File: src/rtl/echo_gate_peak_pkg.sv
// echo_gate_peak_pkg: FSM encoding and gate range check shared by the measurement stages.
package echo_gate_peak_pkg;

   typedef enum logic [1:0] {IDLE, SKIP, GATE, DONE} state_t;

   function automatic logic gated(input int unsigned k, input int unsigned start, input int unsigned len);
      return (k >= start) && (k < start + len);
   endfunction

endpackage

File: src/rtl/echo_gate_peak_pair_max_cmp.sv
// pair_max_cmp: folds one sample pair (earlier sample first) into the running peak/first-crossing state.
module pair_max_cmp #(
   parameter int W = 8,
   parameter int IW = 16,
   parameter int THRESHOLD = 128
) (
   input  logic [W-1:0]  s0,
   input  logic [W-1:0]  s1,
   input  logic [IW-1:0] k0,
   input  logic [IW-1:0] k1,
   input  logic          g0,
   input  logic          g1,
   input  logic [W-1:0]  peak,
   input  logic [IW-1:0] peak_idx,
   input  logic [IW-1:0] first_idx,
   input  logic          found,
   input  logic          have,
   output logic [W-1:0]  peak_nx,
   output logic [IW-1:0] idx_nx,
   output logic [IW-1:0] first_nx,
   output logic          found_nx,
   output logic          have_nx
);
   logic          take0, take1, hit0, hit1, found_a, have_a;
   logic [W-1:0]  peak_a;
   logic [IW-1:0] idx_a, first_a;

   // strict greater keeps the earliest index on ties; "have" lets the first gated sample load even at 0
   assign take0   = g0 && (!have || s0 > peak);
   assign peak_a  = take0 ? s0 : peak;
   assign idx_a   = take0 ? k0 : peak_idx;
   assign have_a  = have | g0;
   assign hit0    = g0 && !found && s0 >= W'(THRESHOLD);
   assign found_a = found | hit0;
   assign first_a = hit0 ? k0 : first_idx;

   assign take1    = g1 && (!have_a || s1 > peak_a);
   assign peak_nx  = take1 ? s1 : peak_a;
   assign idx_nx   = take1 ? k1 : idx_a;
   assign have_nx  = have_a | g1;
   assign hit1     = g1 && !found_a && s1 >= W'(THRESHOLD);
   assign found_nx = found_a | hit1;
   assign first_nx = hit1 ? k1 : first_a;

endmodule

File: src/rtl/echo_gate_peak.sv
// echo_gate_peak: after a trigger, skips a blanking window and reports peak, peak index and
// first threshold crossing within a fixed gate of a dual-sample stream.
module echo_gate_peak
   import echo_gate_peak_pkg::*;
#(
   parameter int AD_DATA_WIDTH = 8,
   parameter int IDX_WIDTH = 16,
   parameter int GATE_START = 16,
   parameter int GATE_LEN = 256,
   parameter int THRESHOLD = 128
) (
   input  logic                       i_clk,
   input  logic                       i_rst,
   input  logic                       i_st,
   input  logic                       i_rd_empty,
   input  logic [2*AD_DATA_WIDTH-1:0] i_dual_data,
   output logic                       o_busy,
   output logic                       o_done,
   output logic                       o_found,
   output logic [AD_DATA_WIDTH-1:0]   o_peak,
   output logic [IDX_WIDTH-1:0]       o_peak_idx,
   output logic [IDX_WIDTH-1:0]       o_first_idx
);
   localparam int W = AD_DATA_WIDTH;
   localparam logic [IDX_WIDTH-1:0] LAST = IDX_WIDTH'(GATE_START + GATE_LEN - 1);
   localparam logic [IDX_WIDTH-1:0] PRE = IDX_WIDTH'(GATE_START - 1);

   if (GATE_LEN < 1 || GATE_START + GATE_LEN >= 2 ** IDX_WIDTH) begin : g_bad_cfg
      $error("echo_gate_peak: gate window does not fit the index width");
   end

   state_t               state, state_nx;
   logic [IDX_WIDTH-1:0] n, n1, n2, w_idx, w_first, c_idx, c_first;
   logic [W-1:0]         w_peak, c_peak;
   logic                 w_found, w_have, c_found, c_have, take, hit_pre, hit_last;

   assign take     = !i_rd_empty && (state == SKIP || state == GATE);
   assign n1       = &n ? n : n + 1'b1;
   assign n2       = (n >= ~IDX_WIDTH'(1)) ? '1 : n + IDX_WIDTH'(2);
   assign hit_pre  = take && (n == PRE || n1 == PRE);
   assign hit_last = take && (n == LAST || n1 == LAST);
   assign o_busy   = (state == SKIP) || (state == GATE);
   assign o_done   = (state == DONE);

   pair_max_cmp #(.W(W), .IW(IDX_WIDTH), .THRESHOLD(THRESHOLD)) u_cmp (
      .s0(i_dual_data[W-1:0]),
      .s1(i_dual_data[2*W-1:W]),
      .k0(n),
      .k1(n1),
      .g0(gated(32'(n), GATE_START, GATE_LEN)),
      .g1(gated(32'(n1), GATE_START, GATE_LEN)),
      .peak(w_peak),
      .peak_idx(w_idx),
      .first_idx(w_first),
      .found(w_found),
      .have(w_have),
      .peak_nx(c_peak),
      .idx_nx(c_idx),
      .first_nx(c_first),
      .found_nx(c_found),
      .have_nx(c_have)
   );

   // gating is decided per sample index, so SKIP/GATE only steer the transitions
   always_comb begin
      state_nx = i_st ? SKIP :
                 state == DONE ? IDLE :
                 hit_last ? DONE :
                 (state == SKIP && (GATE_START == 0 || hit_pre)) ? GATE : state;
   end

   always_ff @(posedge i_clk or posedge i_rst) begin
      if (i_rst) state <= IDLE;
      else state <= state_nx;
   end

   always_ff @(posedge i_clk or posedge i_rst) begin
      if (i_rst) begin
         n           <= '0;
         w_peak      <= '0;
         w_idx       <= '0;
         w_first     <= '0;
         w_found     <= 1'b0;
         w_have      <= 1'b0;
         o_peak      <= '0;
         o_peak_idx  <= '0;
         o_first_idx <= '0;
         o_found     <= 1'b0;
      end else if (i_st) begin
         n       <= '0;
         w_peak  <= '0;
         w_idx   <= '0;
         w_first <= '0;
         w_found <= 1'b0;
         w_have  <= 1'b0;
      end else if (take) begin
         n       <= n2;
         w_peak  <= c_peak;
         w_idx   <= c_idx;
         w_first <= c_first;
         w_found <= c_found;
         w_have  <= c_have;
         // results land on entry to DONE so they are valid while o_done is high
         if (hit_last) begin
            o_peak      <= c_peak;
            o_peak_idx  <= c_idx;
            o_first_idx <= c_first;
            o_found     <= c_found;
         end
      end
   end

endmodule

File: config.mk
export PLATFORM = sky130hd
export DESIGN_NAME = echo_gate_peak
export DESIGN_NICKNAME = d
export VERILOG_FILES = /design/src/rtl/echo_gate_peak_pkg.sv /design/src/rtl/echo_gate_peak_pair_max_cmp.sv /design/src/rtl/echo_gate_peak.sv
export SDC_FILE = /design/constraint.sdc
export NUM_CORES = 1
export LEC_CHECK = 0
export ABC_AREA = 1
export CAP_MARGIN = 20
export CORE_ASPECT_RATIO = 1.4
export CORE_MARGIN = 2
export CORE_UTILIZATION = 45
export CTS_BUF_LIST = sky130_fd_sc_hd__clkbuf_4 sky130_fd_sc_hd__clkbuf_8 sky130_fd_sc_hd__clkbuf_16
export DETAILED_ROUTE_END_ITERATION = 6
export PLACE_DENSITY = 0.67
export SETUP_SLACK_MARGIN = 0.1
export SYNTH_ARGS = -nofsm -noshare
export SYNTH_HDL_FRONTEND = slang
export SYNTH_HIERARCHICAL = 1
export SYNTH_SLANG_ARGS = --single-unit
File: constraint.sdc
create_clock -name i_clk -period 3.4 [get_ports i_clk]
set_clock_uncertainty 0.15 [all_clocks]
set_input_delay 0.68 -clock i_clk [delete_from_list [all_inputs] [get_ports i_clk]]
set_output_delay 0.68 -clock i_clk [all_outputs]
set_load 0.01 [all_outputs]
Word-level counts from Yosys, hierarchy flattened
Index checks and enable logic that the tools add are counted.

Flip-flop bits (word level): 101. Bits of input ports: 20.

Bitwise gates (word level): 5. Add/subtract/negate cells: 2. $lt $le $gt $ge: 9. Mux-type cells: 24. Reductions and logical operators: 26. Equal/unequal tests: 7.

Operators by type and width (count): $mux 16 (12); $eq 16x4->1 const B (2); $eq 16x9->1 const B (2); $ge 16x5->1 const B (2); $lt 16x9->1 const B (2); $mux 8 (4); $add 16x1->16 const B (1); $add 16x2->16 const B (1); $ge 16x16->1 const B (1); $ge 8x8->1 const B (2); $gt 8x8->1 (2); $reduce_and 16->1 (1); $logic_and 1x1->1 (12); $mux 2 (4); $logic_not 1->1 (5); $logic_or 1x1->1 (5); $eq 2x2->1 const B (2); $mux 1 (4); $or 1x1->1 (4); $reduce_bool 4->1 (1); $reduce_and 3->1 (1); $eq 2x1->1 const B (1); $reduce_bool 2->1 (1); $not 1->1 (1).

Depth between registers and ports, before layout
Gate-level depths: netlist (run 1).

Depth after elaboration: 11. Mapped depth: 29. Mapped depth without buffers: 28.

Cells and area by module
Netlist (run 1), hierarchy kept.

By module, submodules not included: echo_gate_peak (cells an instance 596, times used 1, area an instance 5242.5 um2, sequential area each 2527.4 um2); pair_max_cmp (cells an instance 302, times used 1, area an instance 1567.8 um2, sequential area each 0.0 um2).

Worst setup path before layout (run 1)
No wires, ideal clock.

Path kind: flip-flop to flip-flop. Start: reg n[12]. End: reg w_idx[1]. Required time: 3167 ps. Stages on the path, launching flop included: 24. Library setup time: 83 ps. Setup slack: 145 ps. Arrival time: 3022 ps. Path through: dfrtp_1 -> buf_2 -> inv_1 -> nand4_1 -> nor3_1 -> o21ai_0 -> a31oi_1 -> buf_4 -> clkbuf_1 -> nand3b_1 -> nand2_1 -> ha_1 -> a21oi_1 -> o21ai_1 -> nand2_1 -> nand2_1 -> nand2_1 -> nand2_1 -> nand2_2 -> buf_2 -> nand3_1 -> nand2_1 -> inv_1 -> o21ai_0.

Word-level cells in the longest chain between the ends: 10. Elaborated cells between the ends (all ways): 20.

Ends and longest elaborated chain: from (decl) (line echo_gate_peak.sv:33) `logic [IDX_WIDTH-1:0] n, n1, n2, w_idx, w_first, c_idx, c_first;`; from (signal assigned) (line echo_gate_peak.sv:97) `n <= n2;`; branches (longest 7 deep; another with $add 16x1->16); $mux 16 (*) (line echo_gate_peak_pair_max_cmp.sv:39) `assign idx_nx = take1 ? k1 : idx_a;`; via c_idx[1] (line echo_gate_peak.sv:33); $mux 16 (*) (line echo_gate_peak.sv:96) `end else if (take) begin`; $mux 16 (*) (line echo_gate_peak.sv:89) `end else if (i_st) begin`; to (signal assigned) (line echo_gate_peak.sv:99) `w_idx <= c_idx;`; to (decl) (line echo_gate_peak.sv:33).

Mark *: on every way through the listed nets, which the timed path passes. The select of a mux whose other input is x is not followed. A chain may end at the register's enable or synchronous reset.

Worst setup path in the final report (run 1)
Start: reg w_peak[5]. End: reg w_idx[7].

Word-level cells in the longest chain between the ends: 10. Elaborated cells between the ends (all ways): 11.

Ends and longest elaborated chain: from (decl) (line echo_gate_peak.sv:34) `logic [W-1:0] w_peak, c_peak;`; from (signal assigned) (line echo_gate_peak.sv:98) `w_peak <= c_peak;`; $gt 8x8->1 (line echo_gate_peak_pair_max_cmp.sv:29) `assign take0 = g0 && (!have || s0 > peak);`; $logic_or 1x1->1 (line echo_gate_peak_pair_max_cmp.sv:29); $logic_and 1x1->1 (line echo_gate_peak_pair_max_cmp.sv:29); $mux 8 (line echo_gate_peak_pair_max_cmp.sv:30) `assign peak_a = take0 ? s0 : peak;`; $gt 8x8->1 (line echo_gate_peak_pair_max_cmp.sv:37) `assign take1 = g1 && (!have_a || s1 > peak_a);`; $logic_or 1x1->1 (line echo_gate_peak_pair_max_cmp.sv:37); $logic_and 1x1->1 (line echo_gate_peak_pair_max_cmp.sv:37); $mux 16 (*) (line echo_gate_peak_pair_max_cmp.sv:39); via c_idx[7] (line echo_gate_peak.sv:33); $mux 16 (*) (line echo_gate_peak.sv:96); $mux 16 (*) (line echo_gate_peak.sv:89).

Mark *: on every way through the listed nets, which the timed path passes. The rest lies on a longest branch. The select of a mux whose other input is x is not followed.

==> summary.md, run 1 <==
| Metric | Value |
|---|---|
| WL per Instance | `17.0 microns` |
| Hold Vio Cnt, Final | `0` |
| Final setup fails | `28` |
| Max Cap Viol | `0` |
| Reg clk slew, reported paths | `0.07 ns` |
| Clk_lat worst skew | `0.35 ns` |
| Top-level I/O count | `63` |
| Int Power | `1.93 mW` |
| Die Span X | `108 microns` |
| Critical path launch point type | `register` |
| Seq cells post-synth | `101` |
| Residual DRC | `0` |
| CTS Hold Bufs | `0` |
| CTS buffer count | `9` |
| Clock buffer depth | `2` |
| Top area cells in the synthesized netlist | `dfrtp_1 37%, nand2_1 11%, inv_1 6.7%, nand3_1 6.6%, o21ai_2 5.5%` |
| Share of cells above drive strength 1 | `34.0%` |
| Max layer used | `met4` |
| Final Util | `60.4%` |
| Yosys top cell area share | `37.1%` |
| Asr flop ratio synth | `100%` |
| # H-tree levels | `3` |
| CTS tree | `yes` |
| P_sw | `0.592 mW` |
| Place WS | `-0.640 ns` |
| Fin. max-slew vios | `0` |
| Synth Cell Area | `6810 sq um` |
| Most frequent cells after synthesis | `193 x nand2_1, 122 x inv_1, 101 x dfrtp_1` |
| Routed WL | `20,600 microns` |
| Crit path DAT | `3.58 ns` |
| Routed Antenna Nets | `0` |
| Crit-path max cell delay | `0.38 ns` |
| CTS Root Cell | `clkbuf_16` |
| Core area | `14,900 sq um` |
| Vias in the first global route | `6,180` |
| Top-count cell post-synth | `nand2_1` |
| Cells after Synth | `898` |
| Syn Nets | `940` |
| Syn avg cell area | `7.58 sq um` |
| Ys flop type | `dfrtp_1` |
| Fillers | `1,295` |
| Vias per inst | `5.51` |
| Synth unique cells | `38` |
| Sw Share | `23.5%` |
| Failing checks | `negative setup slack` |
| Initial drt markers | `475` |
| Family with the most delay on the worst path | `simple AND/OR/NAND/NOR gates` |
| M1 WL | `8180 microns` |
| First-pass DRT Iterations | `5` |
| Antenna violations before repair | `0` |
| Routed wl met3 | `1030 microns` |
| Critical Path Most Common Cell | `nand2_2` |
| Period minus WS final | `3.45 ns` |
| GRT overflow | `0` |
| Register area share after synthesis | `37.1%` |
| Post-DP HPWL | `13,700 microns` |
| Max frequency | `0.290 GHz` |
| Worst reg2reg startpoint | `w_peak[5]$_DFFE_PP0P_` |
| Sequential power share | `47.8%` |
| Nets | `1,053` |
| Crit Path Max Fanout | `6` |
| Placer Congestion | `0.990` |
| EDFF count, synth | `0` |
| Setup Crit Path Kind | `reg -> reg` |
| Required time worst endpoint | `3.53 ns` |
| Layout area overhead | `32.3%` |
| DIE HEIGHT | `150 microns` |
| Port bufs | `62` |
| Crit-path slowest cell | `dfrtp_1` |
| Gate power share | `7.3%` |
| Rows | `53` |
| Clk network pwr share | `44.9%` |
| Setup WS post-layout | `-0.0473 ns` |
| Worst path bufs/invs | `5` |
| RSZ-0062 raised after global routing | `yes` |
| Setup crit start | `w_peak[5]$_DFFE_PP0P_` |
| Hold Crit Start | `o_first_idx[9]$_DFFE_PP0P_` |
| Power Total | `2.53 mW` |
| Largest net degree at the start of global routing | `51` |
| Clock sinks | `101` |
| Max-slew headroom at the worst pin | `57.0%` |
| Run status | `finished, violations left` |
| Final Cycle Share | `101%` |
| Tightest Hold Check Type | `reg -> reg` |
| Worst Max-Slew Pin Slew | `0.643 ns` |
| Ant diodes | `0` |
| Crit. End Element | `register` |
| Power Density | `280 nW/um^2` |
| DR WL met2 | `10,600 microns` |
| LEAKAGE | `4.04 nW` |
| Initial Utilization | `45.6%` |
| Yosys warns | `6` |
| Max IR drop VDD | `0.194 mV` |
| Global-route wire length before repair | `31,000 microns` |
| GRT Util Overall | `24.6%` |
| Die area | `16,100 sq um` |
| Largest area contributor in the netlist | `dfrtp_1` |
| Via Count | `6,652` |
-- layout make-up --
type / instances / area, sq um / area share, %
well taps: 192 / 240 / 2.67
repair buffers: 145 / 1430 / 15.9
clock inverters: 5 / 82.6 / 0.916
clock buffers: 10 / 239 / 2.65
inverters: 125 / 480 / 5.33
flip-flops and latches: 101 / 2530 / 28.1
multi-input cells: 629 / 4010 / 44.5
-- power groups by stage --
| stage | Combinational [mW] | Clock [mW] | Sequential (mW) |
|---|---|---|---|
| floorplan | 0.0853 | 0 | 1.23 |
| global placement | 0.166 | 0 | 1.23 |
| detailed placement | 0.166 | 0 | 1.23 |
| CTS | 0.174 | 1.15 | 1.21 |
| global route | 0.202 | 1.20 | 1.21 |
| finish | 0.184 | 1.13 | 1.21 |
-- worst reg2reg max path, stage by stage, from the launching register on --
cell and delay, ns:
dfrtp_1 0.38, inv_1 0.18, ha_4 0.24, a21oi_1 0.14, nor2_1 0.06, nor2_1 0.11, nand2_1 0.11, nand2_4 0.12
nand2_8 0.10, nand2_8 0.13, nand2_2 0.06, nand2_2 0.09, inv_2 0.05, ha_4 0.26, nand2_2 0.06, nor2_2 0.14
nand4_1 0.11, nand2_1 0.10, nand2_2 0.07, nand2_4 0.12, buf_6 0.15, clkbuf_16 0.15, nand3_2 0.06, nand2_1 0.09
inv_2 0.06, o21ai_1 0.11
-- what timing repair did --
item / in CTS / in global routing
setup buffers: 8 / 7
resized for setup: 96 / 103
pin swaps: 40 / 80
gates cloned: 5 / 3
setup endpoints to repair: 48 / 66
-- kinds of logic (layout without fill, tap and decap cells) --
group	after synthesis	count (layout)	share of synthesized area, %
AO/OA/AOI/OAI	147	147	14.0
XOR/XNOR	9	9	1.16
adder cells (fa/ha/maj)	22	22	4.04
buffers and inverters	170	285	11.5
flip-flops	101	101	37.1
AND/OR/NAND/NOR	449	451	32.2
-- per-layer routing --
layer  vias up  GRT usage [%]
li1       3154              -
met1      3179           30.5
met2       260           42.1
met3        59           3.31
met4         0           11.5
met5         -              0
-- state kept, by name, summed over array words and instances (netlist names) --
name         cells
o_found          1
w_found          1
o_peak_idx      16
w_peak           8
state            2
n               16
w_first         16
o_peak           8
w_idx           16
w_have           1
o_first_idx     16
-- path summary, 6_finish.rpt --
| path | end | slack [ns] | cells after the start |
|---|---|---|---|
| max in group asynchronous | o_peak[2]$_DFFE_PP0P_ | 1.74 | 3 |
| max | w_idx[7]$_DFFE_PP0P_ | -0.05 | 25 |
| min in group asynchronous | o_peak_idx[4]$_DFFE_PP0P_ | 0.61 | 2 |
| min | o_first_idx[9]$_DFFE_PP0P_ | 0.33 | 2 |
| min reg2reg | o_first_idx[9]$_DFFE_PP0P_ | 0.33 | 2 |
| max reg2reg | w_idx[7]$_DFFE_PP0P_ | -0.05 | 25 |
-- through the flow --
| stage | cell area, sq um | instances | hold slack [ns] | setup TNS (ns) |
|---|---|---|---|---|
| final | 9010 | 1207 | 0.335 | -0.610 |
| after detailed placement | 7940 | 1171 | 0.322 | -26.31 |
| after global placement | 7940 | 1171 | 0.319 | -24.40 |
| after floorplan | 6810 | 898 | 0.330 | 0 |
| after global routing | 9010 | 1207 | 0.355 | -8.44 |
| after CTS | 8550 | 1199 | 0.339 | 0 |
-- cell usage in the layout, fill, tap and decap left out, types with 5 or more instances in the layout --
cell               n
a21oi_1           11
a31oi_1           16
buf_12             8
buf_4             65
buf_6              6
clkbuf_16         12
clkdlybuf4s15_2    5
clkdlybuf4s50_1   54
dfrtp_1          100
ha_1              13
ha_4               9
inv_1             92
inv_2             29
nand2_1          150
nand2_2           85
nand2_4           13
nand3_1           72
nand3_2           20
nand3b_1          23
nand4_1           11
nor2_1            50
nor2_2             8
nor2_4             7
o21ai_0           35
o21ai_1           15
o21ai_2           55
xor2_1             7
No activity file was read; power rests on OpenSTA's default activity.
==> run 2, diff against run 1 <==
- CTS_BUF_LIST: sky130_fd_sc_hd__clkbuf_4 sky130_fd_sc_hd__clkbuf_8 sky130_fd_sc_hd__clkbuf_16 -> unset
==> results of run 2 <==
The final DEF is identical to that of run 1; final timing and power are the same.
